<file path="src/rtl/riscv_axi_arb2.sv">
// riscv_axi_arb2: two-master (dcache=s0, icache=s1) to one-slave AXI4 arbiter
// Read and write channels each run an independent FSM with one outstanding burst.
// Responses are steered by the registered grant; IDs pass through unchanged.
// Ports: clk, rst_n (sync, active-low); sN_ar*/sN_r*/sN_aw*/sN_w*/sN_b* master
// side for N=0,1; m_* slave-side AXI4 channel set.
// Optional: define RISCV_AXI_ARB_RR_EN for per-channel round-robin arbitration,
// otherwise port 0 has fixed priority.
module riscv_axi_arb2 #(
  parameter int ADDR_W = 32,
  parameter int DATA_W = 32,
  parameter int ID_W   = 4
) (
  input  logic              clk,
  input  logic              rst_n,
  input  logic              s0_arvalid_i,
  input  logic [ADDR_W-1:0] s0_araddr_i,
  input  logic [ID_W-1:0]   s0_arid_i,
  input  logic [7:0]        s0_arlen_i,
  input  logic [1:0]        s0_arburst_i,
  output logic              s0_arready_o,
  output logic              s0_rvalid_o,
  output logic [DATA_W-1:0] s0_rdata_o,
  output logic [1:0]        s0_rresp_o,
  output logic [ID_W-1:0]   s0_rid_o,
  output logic              s0_rlast_o,
  input  logic              s0_rready_i,
  input  logic              s0_awvalid_i,
  input  logic [ADDR_W-1:0] s0_awaddr_i,
  input  logic [ID_W-1:0]   s0_awid_i,
  input  logic [7:0]        s0_awlen_i,
  input  logic [1:0]        s0_awburst_i,
  output logic              s0_awready_o,
  input  logic              s0_wvalid_i,
  input  logic [DATA_W-1:0] s0_wdata_i,
  input  logic [DATA_W/8-1:0] s0_wstrb_i,
  input  logic              s0_wlast_i,
  output logic              s0_wready_o,
  output logic              s0_bvalid_o,
  output logic [1:0]        s0_bresp_o,
  output logic [ID_W-1:0]   s0_bid_o,
  input  logic              s0_bready_i,
  input  logic              s1_arvalid_i,
  input  logic [ADDR_W-1:0] s1_araddr_i,
  input  logic [ID_W-1:0]   s1_arid_i,
  input  logic [7:0]        s1_arlen_i,
  input  logic [1:0]        s1_arburst_i,
  output logic              s1_arready_o,
  output logic              s1_rvalid_o,
  output logic [DATA_W-1:0] s1_rdata_o,
  output logic [1:0]        s1_rresp_o,
  output logic [ID_W-1:0]   s1_rid_o,
  output logic              s1_rlast_o,
  input  logic              s1_rready_i,
  input  logic              s1_awvalid_i,
  input  logic [ADDR_W-1:0] s1_awaddr_i,
  input  logic [ID_W-1:0]   s1_awid_i,
  input  logic [7:0]        s1_awlen_i,
  input  logic [1:0]        s1_awburst_i,
  output logic              s1_awready_o,
  input  logic              s1_wvalid_i,
  input  logic [DATA_W-1:0] s1_wdata_i,
  input  logic [DATA_W/8-1:0] s1_wstrb_i,
  input  logic              s1_wlast_i,
  output logic              s1_wready_o,
  output logic              s1_bvalid_o,
  output logic [1:0]        s1_bresp_o,
  output logic [ID_W-1:0]   s1_bid_o,
  input  logic              s1_bready_i,
  output logic              m_arvalid_o,
  output logic [ADDR_W-1:0] m_araddr_o,
  output logic [ID_W-1:0]   m_arid_o,
  output logic [7:0]        m_arlen_o,
  output logic [1:0]        m_arburst_o,
  input  logic              m_arready_i,
  input  logic              m_rvalid_i,
  input  logic [DATA_W-1:0] m_rdata_i,
  input  logic [1:0]        m_rresp_i,
  input  logic [ID_W-1:0]   m_rid_i,
  input  logic              m_rlast_i,
  output logic              m_rready_o,
  output logic              m_awvalid_o,
  output logic [ADDR_W-1:0] m_awaddr_o,
  output logic [ID_W-1:0]   m_awid_o,
  output logic [7:0]        m_awlen_o,
  output logic [1:0]        m_awburst_o,
  input  logic              m_awready_i,
  output logic              m_wvalid_o,
  output logic [DATA_W-1:0] m_wdata_o,
  output logic [DATA_W/8-1:0] m_wstrb_o,
  output logic              m_wlast_o,
  input  logic              m_wready_i,
  input  logic              m_bvalid_i,
  input  logic [1:0]        m_bresp_i,
  input  logic [ID_W-1:0]   m_bid_i,
  output logic              m_bready_o
);
  typedef enum logic [1:0] {RD_IDLE, RD_ADDR, RD_DATA} rd_state_e;
  typedef enum logic [1:0] {WR_IDLE, WR_ADDR, WR_DATA, WR_RESP} wr_state_e;
  rd_state_e rd_state_q, rd_state_d;
  wr_state_e wr_state_q, wr_state_d;
  logic rd_gnt_q, rd_gnt_d, wr_gnt_q, wr_gnt_d, rd_win, wr_win;
  logic rd_addr, rd_data, wr_addr, wr_data, wr_resp, rd_done, wr_done;
  logic r0, r1, w0, w1, b0, b1;
  assign rd_addr = rd_state_q == RD_ADDR;
  assign rd_data = rd_state_q == RD_DATA;
  assign wr_addr = wr_state_q == WR_ADDR;
  assign wr_data = wr_state_q == WR_DATA;
  assign wr_resp = wr_state_q == WR_RESP;
  assign rd_done = rd_data & m_rvalid_i & m_rready_o & m_rlast_i;
  assign wr_done = wr_resp & m_bvalid_i & m_bready_o;
`ifdef RISCV_AXI_ARB_RR_EN
  logic rd_ptr_q, rd_ptr_d, wr_ptr_q, wr_ptr_d;
  assign rd_win   = (s0_arvalid_i & s1_arvalid_i) ? rd_ptr_q : s1_arvalid_i;
  assign wr_win   = (s0_awvalid_i & s1_awvalid_i) ? wr_ptr_q : s1_awvalid_i;
  // pointer hands priority to the other port once a burst finishes
  assign rd_ptr_d = rd_done ? ~rd_gnt_q : rd_ptr_q;
  assign wr_ptr_d = wr_done ? ~wr_gnt_q : wr_ptr_q;
  always_ff @(posedge clk) begin
    if (!rst_n) begin
      rd_ptr_q <= 1'b0;
      wr_ptr_q <= 1'b0;
    end else begin
      rd_ptr_q <= rd_ptr_d;
      wr_ptr_q <= wr_ptr_d;
    end
  end
`else
  assign rd_win = !s0_arvalid_i;
  assign wr_win = !s0_awvalid_i;
`endif
  always_comb begin
    rd_state_d = rd_state_q;
    rd_gnt_d   = rd_gnt_q;
    if (rd_state_q == RD_IDLE && (s0_arvalid_i | s1_arvalid_i)) begin
      rd_state_d = RD_ADDR;
      rd_gnt_d   = rd_win;
    end
    if (rd_addr && m_arvalid_o && m_arready_i) rd_state_d = RD_DATA;
    if (rd_done) rd_state_d = RD_IDLE;
  end
  always_comb begin
    wr_state_d = wr_state_q;
    wr_gnt_d   = wr_gnt_q;
    if (wr_state_q == WR_IDLE && (s0_awvalid_i | s1_awvalid_i)) begin
      wr_state_d = WR_ADDR;
      wr_gnt_d   = wr_win;
    end
    if (wr_addr && m_awvalid_o && m_awready_i) wr_state_d = WR_DATA;
    if (wr_data && m_wvalid_o && m_wready_i && m_wlast_o) wr_state_d = WR_RESP;
    if (wr_done) wr_state_d = WR_IDLE;
  end
  always_ff @(posedge clk) begin
    if (!rst_n) begin
      rd_state_q <= RD_IDLE;
      wr_state_q <= WR_IDLE;
      rd_gnt_q   <= 1'b0;
      wr_gnt_q   <= 1'b0;
    end else begin
      rd_state_q <= rd_state_d;
      wr_state_q <= wr_state_d;
      rd_gnt_q   <= rd_gnt_d;
      wr_gnt_q   <= wr_gnt_d;
    end
  end
  assign m_arvalid_o  = rd_addr & (rd_gnt_q ? s1_arvalid_i : s0_arvalid_i);
  assign m_araddr_o   = rd_addr ? (rd_gnt_q ? s1_araddr_i : s0_araddr_i) : '0;
  assign m_arid_o     = rd_addr ? (rd_gnt_q ? s1_arid_i : s0_arid_i) : '0;
  assign m_arlen_o    = rd_addr ? (rd_gnt_q ? s1_arlen_i : s0_arlen_i) : '0;
  assign m_arburst_o  = rd_addr ? (rd_gnt_q ? s1_arburst_i : s0_arburst_i) : '0;
  assign s0_arready_o = rd_addr & !rd_gnt_q & m_arready_i;
  assign s1_arready_o = rd_addr & rd_gnt_q & m_arready_i;
  assign m_rready_o   = rd_data & (rd_gnt_q ? s1_rready_i : s0_rready_i);
  assign r0 = rd_data & !rd_gnt_q;
  assign r1 = rd_data & rd_gnt_q;
  assign s0_rvalid_o = r0 & m_rvalid_i;
  assign s0_rdata_o  = r0 ? m_rdata_i : '0;
  assign s0_rresp_o  = r0 ? m_rresp_i : '0;
  assign s0_rid_o    = r0 ? m_rid_i : '0;
  assign s0_rlast_o  = r0 & m_rlast_i;
  assign s1_rvalid_o = r1 & m_rvalid_i;
  assign s1_rdata_o  = r1 ? m_rdata_i : '0;
  assign s1_rresp_o  = r1 ? m_rresp_i : '0;
  assign s1_rid_o    = r1 ? m_rid_i : '0;
  assign s1_rlast_o  = r1 & m_rlast_i;
  assign m_awvalid_o  = wr_addr & (wr_gnt_q ? s1_awvalid_i : s0_awvalid_i);
  assign m_awaddr_o   = wr_addr ? (wr_gnt_q ? s1_awaddr_i : s0_awaddr_i) : '0;
  assign m_awid_o     = wr_addr ? (wr_gnt_q ? s1_awid_i : s0_awid_i) : '0;
  assign m_awlen_o    = wr_addr ? (wr_gnt_q ? s1_awlen_i : s0_awlen_i) : '0;
  assign m_awburst_o  = wr_addr ? (wr_gnt_q ? s1_awburst_i : s0_awburst_i) : '0;
  assign s0_awready_o = wr_addr & !wr_gnt_q & m_awready_i;
  assign s1_awready_o = wr_addr & wr_gnt_q & m_awready_i;
  // W is only opened after the AW handshake moved the FSM to WR_DATA
  assign w0 = wr_data & !wr_gnt_q;
  assign w1 = wr_data & wr_gnt_q;
  assign m_wvalid_o  = (w0 & s0_wvalid_i) | (w1 & s1_wvalid_i);
  assign m_wdata_o   = w0 ? s0_wdata_i : w1 ? s1_wdata_i : '0;
  assign m_wstrb_o   = w0 ? s0_wstrb_i : w1 ? s1_wstrb_i : '0;
  assign m_wlast_o   = (w0 & s0_wlast_i) | (w1 & s1_wlast_i);
  assign s0_wready_o = w0 & m_wready_i;
  assign s1_wready_o = w1 & m_wready_i;
  assign b0 = wr_resp & !wr_gnt_q;
  assign b1 = wr_resp & wr_gnt_q;
  assign m_bready_o  = (b0 & s0_bready_i) | (b1 & s1_bready_i);
  assign s0_bvalid_o = b0 & m_bvalid_i;
  assign s0_bresp_o  = b0 ? m_bresp_i : '0;
  assign s0_bid_o    = b0 ? m_bid_i : '0;
  assign s1_bvalid_o = b1 & m_bvalid_i;
  assign s1_bresp_o  = b1 ? m_bresp_i : '0;
  assign s1_bid_o    = b1 ? m_bid_i : '0;
endmodule

</file>
<file path="config.mk">
export PLATFORM = sky130hd
export DESIGN_NAME = riscv_axi_arb2
export DESIGN_NICKNAME = d
export VERILOG_FILES = /design/src/rtl/riscv_axi_arb2.sv
export SDC_FILE = /design/constraint.sdc
export NUM_CORES = 1
export LEC_CHECK = 0
export CAP_MARGIN = 20
export CORE_AREA = 10 10 209 211
export CTS_CLUSTER_DIAMETER = 60
export DETAILED_ROUTE_END_ITERATION = 10
export DIE_AREA = 0 0 219 221
export DONT_BUFFER_PORTS = 1
export PLACE_DENSITY = 0.3
export RECOVER_POWER = 50
export REMOVE_ABC_BUFFERS = 1
export SYNTH_ARGS = -nofsm -noshare
export SYNTH_HDL_FRONTEND = slang
export SYNTH_SLANG_ARGS = --single-unit
</file>
<file path="constraint.sdc">
create_clock -name clk -period 2.1 [get_ports clk]
set_input_delay 0.105 -clock clk [delete_from_list [all_inputs] [get_ports clk]]
set_output_delay 0.105 -clock clk [all_outputs]
set_load 0.05 [all_outputs]
</file>
==> summary.txt <==
Outcome
  • Status: finished, final reports clean

Die
  • Initial Utilization: 6.09%
  • Rows: 73
  • Placeable Area: 0.0395 mm2
  • Die Area: 0.0484 mm2
  • Num ports: 554
  • Die Ht: 221 um
  • Die Width: 219 um

Drt
  • Initial DRC Count: 182
  • DRC viols: 0
  • DR vias/cell: 3.66
  • Total number of vias: 3766
  • First-pass detailed-route iteration total: 4
  • Total wire length: 30.3 mm
  • DR WL/cell: 29.4 um
  • Final ANT Viol Nets: 0

Place
  • I/O Buffers: 0
  • Routability cong.: 0.797
  • Placed cell area: 0.00656 mm2
  • DP Wirelength: 27.7 mm

Worst setup path
  • Critical path data arrival time: 1.84 ns
  • CP Class: reg -> out
  • Crit-path max FO: 48
  • Crit path cell chain: nor3b_4 -> buf_6 -> a22o_1 -> buf_2
  • CP Capture Type: output pin
  • Critical path data required time: 2.00 ns
  • Startpoint class of the critical path: flop
  • Slowest CP cell: dfxtp_1
  • CP max stage delay: 0.45 ns

STA
  • Measured slew at the worst slew-check pin: 0.745 ns
  • Slew Limit Fails: 0
  • Hold Vio Cnt, Final: 0
  • Slew Limit Headroom: 50.6%
  • Setup TNS: 0 ns
  • Worst hold margin: 0.0318 ns
  • Setup violations, final: 0
  • Period utilization: 92.5%
  • RSZ-0062 raised after global routing: false
  • Fmax: 515 MHz
  • Final worst path period need: 1.94 ns
  • Layout Skew: 0.000226 ns

Global routing
  • Vias in the first global route: 4009
  • Initial antenna violation count: 8
  • First-pass GRT wire length: 38.7 mm
  • Largest net degree at the start of global routing: 49
  • All-layer global routing usage: 11.4%
  • Remaining Overflow, GRT: 0

Layout
  • Layout fillers: 4524
  • Final core utilization: 14.2%
  • NumNets Final: 822
  • Area Growth Syn to Fin: 133%
  • Share of cells above drive strength 1: 41.8%
  • Most frequent cells in the layout: a22o_1 (131), buf_12 (99), clkbuf_2 (74)
  • Final Cell Area: 0.00559 mm2
  • Footprint of the multi-input gates: 0.00210 mm2
  • Most common cell after layout, fill and taps aside: a22o_1
  • Sequential standard cell area: 120 um2

Clock network
  • Insertion delay of the later-clocked pin in the worst-skew pair: 0.23 ns
  • CTS tree: built
  • Post-CTS sizing: 0
  • CTS root buf: clkbuf_16
  • Worst-path clk slew: 0.03 ns
  • CTS max path bufs: 2
  • Clock sink count: 6
  • Htree depth: 1
  • Num CTS Buffers: 3

Synthesis
  • #FFs+latches synth: 6
  • Synth warn: 0
  • Yosys top cell area share: 47.8%
  • Mapped Area: 0.00240 mm2
  • Syn_area_per_cell: 7.35 um2
  • Cell variety after synth: 31
  • Seq/Total Area, Yosys: 5.00%
  • Area contributors post-synth: a22o_1 (48%), and2_1 (14%), and3_1 (10%)
  • Top cell type by total area after synthesis: a22o_1
  • Gate Count Post-Synth: 327

Power and ir drop
  • Pwr Total: 2.45 mW
  • Leakage Power: 2.38 nW
  • Power per cell area: 439 mW/mm2
  • Peak VDD IR: 0.194 mV

Hold path
  • Worst hold-check path type: in -> reg

Flow run
  • Max cap viols: 0
where the power goes:
group	internal, mW	total (mW)	switching, mW
clock	0.245	0.310	0.0656
combinational	0.739	2.00	1.26
sequential	0.124	0.137	0.0124
cells by family after synthesis:
family	after synthesis	share of synthesized area, %
DFF	6	5.00
and+or+nand+nor	128	32.6
buffers and inverters	45	8.70
muxes	6	2.55
AOI/OAI and AO/OA	142	51.1
flip-flops by register name (all words and copies together) (netlist names):
name        cells
wr_gnt_q        1
rd_state_q      2
rd_gnt_q        1
wr_state_q      2
layout make-up:
cell class	instances	share of cell area, %
Clock buffer	3	1.34
Sequential cell	6	2.15
Timing Repair Buffer	212	46.6
Inverter	3	0.202
Tap cell	525	11.8
Multi-Input combinational cell	276	37.7
Antenna cell	5	0.224
path summary, 6_finish.rpt:
kind                                     from             end  slack [ns]  cells past startpoint
worst max-delay path            rd_state_q[0]  m_araddr_o[19]        0.16                      4
worst min register to register  rd_state_q[0]   rd_state_q[1]        0.65                      2
worst min-delay path                    rst_n   rd_state_q[0]        0.03                      1
worst max register to register  wr_state_q[0]   wr_state_q[0]        0.67                      3
stage by stage:
stage | instances | worst slack [ns]
final | 1030 | 0.157
after global routing | 1030 | 0.0258
after CTS | 1025 | 0.187
after detailed placement | 1020 | 0.444
after floorplan | 285 | -0.805
after global placement | 1020 | 0.458
timing repair:
| action | 4_1_cts | 5_1_grt |
|---|---|---|
| hold buffers | 2 | 0 |
| hold endpoints to repair | 2 | 0 |
| endpoints found under the setup margin | 0 | 0 |
| buffers inserted | 0 | 0 |
critical path, delay by kind of cell (launching register included):
kind / cells / cell delay, ns
AOI/OAI and AO/OA: 1 / 0.26
buffers and inverters: 2 / 0.64
DFF: 1 / 0.45
and+or+nand+nor: 1 / 0.23
Yosys cell counts:
cell type	number
dfxtp_1	6
or4_1	1
nand2_1	3
a31oi_1	1
mux2_2	1
and3_1	40
buf_4	2
a22o_1	131
nor2b_1	1
nor3_1	2
nor3b_2	3
nor2_2	2
a211oi_1	2
buf_2	19
o21ai_0	1
nor3b_1	1
and2_1	55
buf_6	1
clkbuf_2	1
nor2_1	14
nand3_1	1
and3b_1	1
o21ba_2	2
nand2b_1	2
clkbuf_1	19
o32ai_1	1
o2111a_1	1
nand4b_1	2
a21oi_1	3
mux2i_1	5
inv_1	3
metal layers:
metal,vias to the layer above,track usage [%],routed length (um)
met1,1755,11.1,10400
met4,2,1.97,337
li1,1633,-,-
met2,362,21.1,15700
met5,-,0,13
met3,14,5.70,3890
Power figures use the tool's default switching activity.
